### config.mk
export PLATFORM = sky130hd
export DESIGN_NAME = fir_mac_filter
export DESIGN_NICKNAME = d
export VERILOG_FILES = /design/src/rtl/fir_mac_filter.sv
export SDC_FILE = /design/constraint.sdc
export NUM_CORES = 1
export LEC_CHECK = 0
export BUFFER_PORTS_ARGS = -buffer_cell sky130_fd_sc_hd__buf_2
export CORE_ASPECT_RATIO = 1.2
export CORE_MARGIN = 1
export CORE_UTILIZATION = 60
export DETAILED_ROUTE_END_ITERATION = 10
export PLACE_DENSITY_LB_ADDON = 0.05
export SLEW_MARGIN = 20
export SYNTH_ARGS = -nofsm -noshare
export SYNTH_HDL_FRONTEND = slang
export SYNTH_SLANG_ARGS = --single-unit
### constraint.sdc
create_clock -name clk -period 17.95 [get_ports clk]
set_input_delay 0 -clock clk [delete_from_list [all_inputs] [get_ports clk]]
set_output_delay 0 -clock clk [all_outputs]
set_load 0.02 [all_outputs]
### src/rtl/fir_mac_filter.sv
// -----------------------------------------------------------------------------
// fir_mac_filter
//
// Time-multiplexed FIR low-pass filter. One multiply-accumulate unit walks
// over TAPS runtime-loadable signed coefficients. The delay line is a circular
// buffer indexed from the newest sample backwards. The accumulator is rounded
// half up, arithmetically shifted by SHIFT and reduced to OUT_W bits.
//
// Optional feature macro: FIR_SAT_EN
//   defined   -> result is clamped to the signed OUT_W range
//   undefined -> result is truncated to OUT_W bits (two's-complement wrap)
//
// Parameters
//   TAPS   filter length (>= 2)
//   DATA_W signed input sample width
//   COEF_W signed coefficient width
//   OUT_W  signed output width
//   SHIFT  right shift applied to the accumulator before output
//
// Ports
//   clk         clock, rising edge
//   rst_n       asynchronous active-low reset
//   in_valid    input sample valid
//   in_ready    block accepts a sample (IDLE only)
//   in_data     signed input sample
//   coef_we     coefficient write strobe (honoured in IDLE only)
//   coef_addr   coefficient index
//   coef_wdata  signed coefficient value
//   busy        a computation is in progress; coefficient writes are dropped
//   out_valid   out_data holds a result
//   out_ready   downstream accepts out_data
//   out_data    signed filtered result
// -----------------------------------------------------------------------------
module fir_mac_filter #(
  parameter int TAPS   = 32,
  parameter int DATA_W = 8,
  parameter int COEF_W = 8,
  parameter int OUT_W  = 16,
  parameter int SHIFT  = 0
) (
  input  logic                       clk,
  input  logic                       rst_n,
  input  logic                       in_valid,
  output logic                       in_ready,
  input  logic signed [DATA_W-1:0]   in_data,
  input  logic                       coef_we,
  input  logic [$clog2(TAPS)-1:0]    coef_addr,
  input  logic signed [COEF_W-1:0]   coef_wdata,
  output logic                       busy,
  output logic                       out_valid,
  input  logic                       out_ready,
  output logic signed [OUT_W-1:0]    out_data
);

  localparam int AW     = $clog2(TAPS);
  localparam int PROD_W = DATA_W + COEF_W;
  localparam int ACC_W  = PROD_W + AW;
  // One spare bit so adding the rounding constant can never wrap.
  localparam int SUM_W  = ACC_W + 1;
  localparam int EXT_W  = (SUM_W > OUT_W) ? SUM_W : OUT_W;
  localparam logic [AW-1:0] LAST = AW'(TAPS - 1);

  typedef enum logic [1:0] {
    S_IDLE,
    S_MAC,
    S_OUT
  } state_t;

  state_t                    state_q;
  logic [AW-1:0]             wp_q, wp_d;
  logic [AW-1:0]             base_q;
  logic [AW-1:0]             k_q;
  logic signed [ACC_W-1:0]   acc_q, acc_d;
  logic                      in_ready_q;
  logic                      busy_q;
  logic                      out_valid_q;

  logic signed [DATA_W-1:0]  mem_q  [TAPS];
  logic signed [COEF_W-1:0]  coef_q [TAPS];

  logic                      accept;
  logic                      addr_ok;
  logic                      coef_wr;
  logic [AW:0]               diff;
  logic [AW-1:0]             rd_idx;
  logic signed [PROD_W-1:0]  prod;

  assign accept  = in_valid && in_ready_q;
  assign coef_wr = coef_we && (state_q == S_IDLE) && addr_ok;

  // Out-of-range coefficient addresses can only occur for non power-of-two TAPS.
  generate
    if ((1 << AW) == TAPS) begin : g_addr_pow2
      assign addr_ok = 1'b1;
    end else begin : g_addr_npow2
      assign addr_ok = (coef_addr < AW'(TAPS));
    end
  endgenerate

  assign wp_d = (wp_q == LAST) ? '0 : wp_q + 1'b1;

  // (base - k) mod TAPS: a borrow out of the subtraction means we wrapped
  // below zero, so fold back by adding TAPS.
  assign diff   = {1'b0, base_q} - {1'b0, k_q};
  assign rd_idx = diff[AW] ? AW'(diff + (AW + 1)'(TAPS)) : diff[AW-1:0];

  assign prod  = coef_q[k_q] * mem_q[rd_idx];
  assign acc_d = acc_q + ACC_W'(prod);

  // Delay line: the accepted sample lands at wp in the same edge that
  // records it as the newest entry (base).
  always_ff @(posedge clk or negedge rst_n) begin
    if (!rst_n) begin
      for (int i = 0; i < TAPS; i++) mem_q[i] <= '0;
    end else if (accept) begin
      mem_q[wp_q] <= in_data;
    end
  end

  always_ff @(posedge clk or negedge rst_n) begin
    if (!rst_n) begin
      for (int i = 0; i < TAPS; i++) coef_q[i] <= '0;
    end else if (coef_wr) begin
      coef_q[coef_addr] <= coef_wdata;
    end
  end

  // Control FSM with registered handshake outputs.
  always_ff @(posedge clk or negedge rst_n) begin
    if (!rst_n) begin
      state_q     <= S_IDLE;
      wp_q        <= '0;
      base_q      <= '0;
      k_q         <= '0;
      acc_q       <= '0;
      in_ready_q  <= 1'b1;
      busy_q      <= 1'b0;
      out_valid_q <= 1'b0;
    end else begin
      case (state_q)
        S_IDLE: begin
          if (accept) begin
            base_q     <= wp_q;
            wp_q       <= wp_d;
            acc_q      <= '0;
            k_q        <= '0;
            state_q    <= S_MAC;
            in_ready_q <= 1'b0;
            busy_q     <= 1'b1;
          end
        end
        S_MAC: begin
          acc_q <= acc_d;
          if (k_q == LAST) begin
            k_q         <= '0;
            state_q     <= S_OUT;
            out_valid_q <= 1'b1;
          end else begin
            k_q <= k_q + 1'b1;
          end
        end
        S_OUT: begin
          if (out_ready) begin
            state_q     <= S_IDLE;
            out_valid_q <= 1'b0;
            in_ready_q  <= 1'b1;
            busy_q      <= 1'b0;
          end
        end
        default: begin
          state_q     <= S_IDLE;
          in_ready_q  <= 1'b1;
          busy_q      <= 1'b0;
          out_valid_q <= 1'b0;
        end
      endcase
    end
  end

  assign in_ready  = in_ready_q;
  assign busy      = busy_q;
  assign out_valid = out_valid_q;

  // Output path: round half up, arithmetic shift, then reduce to OUT_W.
  logic [SUM_W-1:0]         rnd;
  logic signed [SUM_W-1:0]  sum_s;
  logic signed [SUM_W-1:0]  r_s;
  logic signed [EXT_W-1:0]  r_ext;
  logic [OUT_W-1:0]         out_d;

  generate
    if (SHIFT > 0) begin : g_rnd
      assign rnd = SUM_W'(1) << (SHIFT - 1);
    end else begin : g_no_rnd
      assign rnd = '0;
    end
  endgenerate

  assign sum_s = SUM_W'(acc_q) + rnd;
  assign r_s   = sum_s >>> SHIFT;
  assign r_ext = EXT_W'(r_s);

`ifdef FIR_SAT_EN
  localparam logic [OUT_W-1:0]        OUT_MAX = {1'b0, {(OUT_W - 1){1'b1}}};
  localparam logic [OUT_W-1:0]        OUT_MIN = ~OUT_MAX;
  localparam logic signed [EXT_W-1:0] SAT_MAX = EXT_W'($signed(OUT_MAX));
  localparam logic signed [EXT_W-1:0] SAT_MIN = EXT_W'($signed(OUT_MIN));

  always_comb begin
    out_d = r_ext[OUT_W-1:0];
    if (r_ext > SAT_MAX) begin
      out_d = OUT_MAX;
    end else if (r_ext < SAT_MIN) begin
      out_d = OUT_MIN;
    end
  end
`else
  always_comb begin
    out_d = r_ext[OUT_W-1:0];
  end
`endif

  assign out_data = out_d;

endmodule

# Yosys cells after proc, flatten, opt, wreduce, memory -nomap -nowiden
# Cells that the tools add are included.
dict set report word_totals {
  elab_cells 139
  regBits 553
}
dict set report classes {
  reduce_logical 11
  bitwise 6
  multipliers 1
  muxes 31
  n_eq_ne 7
  add_sub_neg 5
  magnitude_cmp 6
}
# cell count
set ops {}
lappend ops {{256-bit bitwise mux} 2}
lappend ops {{8-bit binary-select mux with 5-bit select} 2}
lappend ops {{8-bit demux with 5-bit select} 2}
lappend ops {{8-bit 2-to-1 mux} 6}
lappend ops {{21-bit one-hot mux with 2 select lines} 1}
lappend ops {{6-bit >= comparator (second input constant)} 4}
lappend ops {{5-bit inverter with 6-bit output} 4}
lappend ops {{21-bit by 16-bit adder with 21-bit output} 1}
lappend ops {{21-bit 2-to-1 mux} 1}
lappend ops {{5-bit 2-to-1 mux} 4}
lappend ops {{8-bit by 8-bit multiplier with 16-bit output} 1}
lappend ops {{5-bit by 1-bit adder with 5-bit output (second input constant)} 3}
lappend ops {{6-bit by 1-bit < comparator with 1-bit output (second input constant)} 2}
lappend ops {{5-bit equality test (second input constant)} 2}
lappend ops {{5-bit one-hot mux with 2 select lines} 1}
lappend ops {{1-bit one-hot mux with 3 select lines} 3}
lappend ops {{3-bit AND reduction} 3}
lappend ops {{2-bit 2-to-1 mux} 3}
lappend ops {{2-bit inequality test (second input constant)} 3}
lappend ops {{2-bit one-hot mux with 3 select lines} 1}
lappend ops {{5-bit by 5-bit subtractor with 6-bit output} 1}
lappend ops {{1-bit 2-to-1 mux} 5}
lappend ops {{1-bit logical AND} 4}
lappend ops {{2-bit AND reduction} 2}
lappend ops {{5 further kinds} 6}

# Logic depth before layout (Yosys ltp)
dict set report depth {
  word_depth 10
  ltp_mapped 30
}

# Worst setup path after synthesis
# OpenSTA, ideal clock, no wires.
dict set report synth_path {
  kind {reg-to-reg}
  start {register k_q[1]}
  end {register acc_q[14]}
  period_less_slack_ns 7.314
  required_time_ns 17.828
  n_path_buf 5
  slack_ns 10.636
  t_arrival_ns 7.193
  stages_incl_launch_ff 24
  path_cell_list {dfrtp_1 buf_2 buf_1 inv_1 ha_1 nor2b_1 o21a_1 or3_1 buf_2 and2_1 buf_2 buf_6 a311o_1 a21oi_1 fa_1 fa_1 fa_1 fa_1 ha_1 ha_1 or3_1 o2111a_1 or3_1 a32o_1}
}
dict set report synth_between {
  elab_chain_cells 10
  word_cells_on_any_way 14
  classes_between {3 x add/sub; 1 x mul; 8 x mux; 2 x bitwise}
}
# element line
set synth_rtl {}
lappend synth_rtl {{start, declared} 72} ;# logic [AW-1:0] k_q;
lappend synth_rtl {{start signal, assigned} 159} ;# k_q <= k_q + 1'b1;
lappend synth_rtl {{5-bit by 5-bit subtractor with 6-bit output} 104} ;# assign diff = {1'b0, base_q} - {1'b0, k_q};
lappend synth_rtl {{5-bit by 1-bit adder with 5-bit output} 105} ;# assign rd_idx = diff[AW] ? AW'(diff + (AW + 1)'(TAPS)) : diff[AW-1:0];
lappend synth_rtl {{5-bit 2-to-1 mux} 105}
lappend synth_rtl {{5-bit inverter with 6-bit output (not written as such)} 107} ;# assign prod = coef_q[k_q] * mem_q[rd_idx];
lappend synth_rtl {{8-bit binary-select mux with 5-bit select} 107}
lappend synth_rtl {{8-bit 2-to-1 mux (not written as such) (2 in series)} 107}
lappend synth_rtl {{8-bit by 8-bit multiplier with 16-bit output *} 107}
lappend synth_rtl {{21-bit by 16-bit adder with 21-bit output *} 108} ;# assign acc_d = acc_q + ACC_W'(prod);
lappend synth_rtl {{21-bit one-hot mux with 2 select lines *} 140} ;# case (state_q)
lappend synth_rtl {{end signal, assigned} 135} ;# acc_q <= '0;
lappend synth_rtl {{end signal, assigned} 145} ;# acc_q <= '0;
lappend synth_rtl {{end signal, assigned} 153} ;# acc_q <= acc_d;
lappend synth_rtl {{end, declared} 73} ;# logic signed [ACC_W-1:0] acc_q, acc_d;
# Every way passes the cells marked *; elsewhere a longest branch is shown, timed or not. The select of a mux whose other input is x is not followed.
# A chain may end at the register's enable or synchronous reset.

# Worst setup path after layout
# Ends and elaborated chain as after synthesis.

==> out/results.txt <==
CP Buf/Inv Count -> 4
register area -> 0.01372 sq mm
Final WS setup -> 9016 ps
CTS Root Cell -> clkbuf_16
Clock Path Buffers -> 3
fill count -> 3387
CP max-delay cell -> fa_4
Final Hold Viols -> 0
RSZ-0062 raised after global routing -> false
Final setup violation count -> 0
Detailed Place HPWL -> 45590 um
minimum clock period -> 8934 ps
CP endpoint kind -> flop
Worst-path clk slew -> 60 ps
Post-synth EDFFs -> 0
fraction of registers with async set/reset -> 100.0%
Yosys cell types -> 53
register bit total from synthesis -> 548
multi-input logic area -> 0.01372 sq mm
Placed Cells -> 2561
Total Wirelength -> 67030 um
period utilization -> 49.77%
area share of the largest cell type after synthesis -> 48.40%
DRT Pass-1 Iters -> 6
Place WS -> 9191 ps
gr ovfl total -> 0
Nets -> 2152
DIE WIDTH -> 200.2 um
largest net degree at the start of global routing -> 117
synth top area cells -> dfrtp_1 (48%), mux2_2 (20%), mux4_2 (11%), fa_1 (5.2%), ha_1 (2.1%)
CTS tree -> built
WP data arrival -> 9430 ps
initial antenna violation count -> 0
Slew headroom -> 21.98%
initial DRC count -> 1128
WS Path Type -> flop to flop
vias -> 16835
fin. max-slew vios -> 0
most common cell in the synthesized netlist -> dfrtp_1
Core Footprint -> 0.04627 sq mm
outcome -> finished clean
Total GRT Usage -> 29.46%
crit path max fanout -> 36
Synth Area per Inst -> 14.12 sq um
Worst Hold Class -> input port to asynchronous set/reset pin
Area Growth Syn to Fin -> 8.584%
Antenna Cells -> 0
IO Pins -> 45
H-Tree Depth -> 2
CP delay by family, top -> adder cells
num rows -> 86
Synth area leader -> dfrtp_1
Post-Layout Cell Count -> 2660
worst path cell trace -> fa_4, buf_4, mux4_2, nand2_1, a311oi_1, o21ai_0, fa_1, inv_1, fa_1, inv_1, fa_1, inv_1, fa_1, ha_1, ha_1, nor2b_1, o21ai_0, a21boi_0, o2111a_1, or3_1, a32o_1
Worst path most repeated cell -> fa_1
TritonCTS buffer count -> 56
DR WL/cell -> 25.20 um
starting density of the core -> 61.12%
DRT antenna net count -> 0
max cap viols -> 0
clk_lat worst skew -> 620 ps
Post-synth top flop -> dfrtp_1
Req. time, crit path -> 18440 ps
routed vias/inst -> 6.329
fmax -> 0.1119 GHz
die area -> 0.04801 sq mm
PortBufs -> 44
vias in the first global route -> 18164
crit path launch type -> flop
final setup skew -> 22.18 ps
Mapped Nets -> 2149
Worst Tran Pin Value -> 1162 ps
layout cell share with drive strength beyond 1 -> 39.82%
Cell Area, Synth -> 0.02828 sq mm
Fin Setup TNS -> 0 ps
Die Y -> 239.8 um
DRC errors left -> 0
most common library cells after synthesis -> dfrtp_1 (547), mux2_2 (512), mux4_2 (144)
Warnings, synthesis -> 0
register area share after synthesis -> 48.50%
first-pass GRT wire length -> 107200 um
CP peak stage delay -> 1370 ps
CTS sink count -> 548
GPL Wtd Cong -> 0.9349
Syn Inst Count -> 2003
==> logic make-up (layout without fill, tap and decap cells) <==
group / count (synthesis) / after routing / synth area share (%)
xor+xnor: 21 / 21 / 0.6504
flops: 548 / 548 / 48.50
simple gates: 253 / 253 / 4.137
mux: 658 / 658 / 31.99
fa+ha+maj: 120 / 120 / 7.247
compound gates: 181 / 181 / 4.305
buf+inv: 222 / 263 / 3.177
==> placed cells by master, fill, tap and decap left out, types with 11 or more instances in the layout <==
| cell | instances |
|---|---|
| o21ai_0 | 49 |
| clkbuf_1 | 21 |
| a221oi_1 | 15 |
| clkbuf_16 | 56 |
| inv_1 | 98 |
| dfrtp_1 | 545 |
| a21oi_1 | 41 |
| mux4_2 | 144 |
| xnor2_1 | 14 |
| buf_2 | 43 |
| a21o_1 | 12 |
| nand2_1 | 131 |
| and2_1 | 21 |
| ha_1 | 46 |
| nor2_1 | 42 |
| clkbuf_8 | 11 |
| fa_1 | 72 |
| a311o_1 | 15 |
| mux2_2 | 512 |
| buf_4 | 20 |
| a311oi_1 | 11 |
==> stage by stage <==
step	area (sq um)	utilization [%]	hold slack, ps
floorplan	28280	-	-295.6
global placement	28950	62.57	132.8
detailed placement	28950	62.57	131.0
CTS	30680	66.31	25.28
global route	30710	66.36	77.19
finish	30710	66.36	33.31
==> final timing paths <==
check / from / end / slack (ps) / cells past startpoint
max reg2reg: k_q[1]$_DFFE_PN0P_ / acc_q[14]$_DFFE_PN0P_ / 9020 / 21
min reg2reg: base_q[3]$_DFFE_PN0P_ / base_q[3]$_DFFE_PN0P_ / 500 / 2
min: rst_n / mem_q[194]$_DFFE_PN0P_ / 30 / 2
min in group clk: coef_wdata[7] / coef_q[7]$_DFFE_PN0P_ / 60 / 2
max in group asynchronous: rst_n / coef_q[114]$_DFFE_PN0P_ / 16330 / 3
max: k_q[1]$_DFFE_PN0P_ / acc_q[14]$_DFFE_PN0P_ / 9020 / 21
==> per-layer routing <==
layer | part of all wire (%) | GRT usage, % | up-vias
met5 | 0 | 0 | -
met4 | 3.4 | 11.05 | 0
met3 | 4.2 | 3.673 | 121
met2 | 52 | 51.57 | 397
met1 | 40 | 37.73 | 9039
li1 | - | - | 7278
==> cell type report <==
cell class              instances  share of cell area, %
clock buffers                  88                  5.314
inverters                      99                  1.210
repair buffers                 68                  1.373
multi-input cells            1233                  44.68
flip-flops and latches        548                  44.68
well taps                     616                  2.510
clock inverters                 8                 0.2323
==> registers in the layout (all words and copies together) (netlist names) <==
name,cells
busy,1
k_q,5
mem_q,256
coef_q,256
state_q,2
in_ready,1
wp_q,5
acc_q,16
base_q,5
out_valid,1
==> repair_timing <==
action,in CTS,in global routing
hold buffers,3,0
setup buffers,0,0
hold endpoints to repair,114,0
resized for setup,0,0
Power is not shown: default switching activity piles up to over one toggle a cycle in this logic, so the estimate is an artifact.
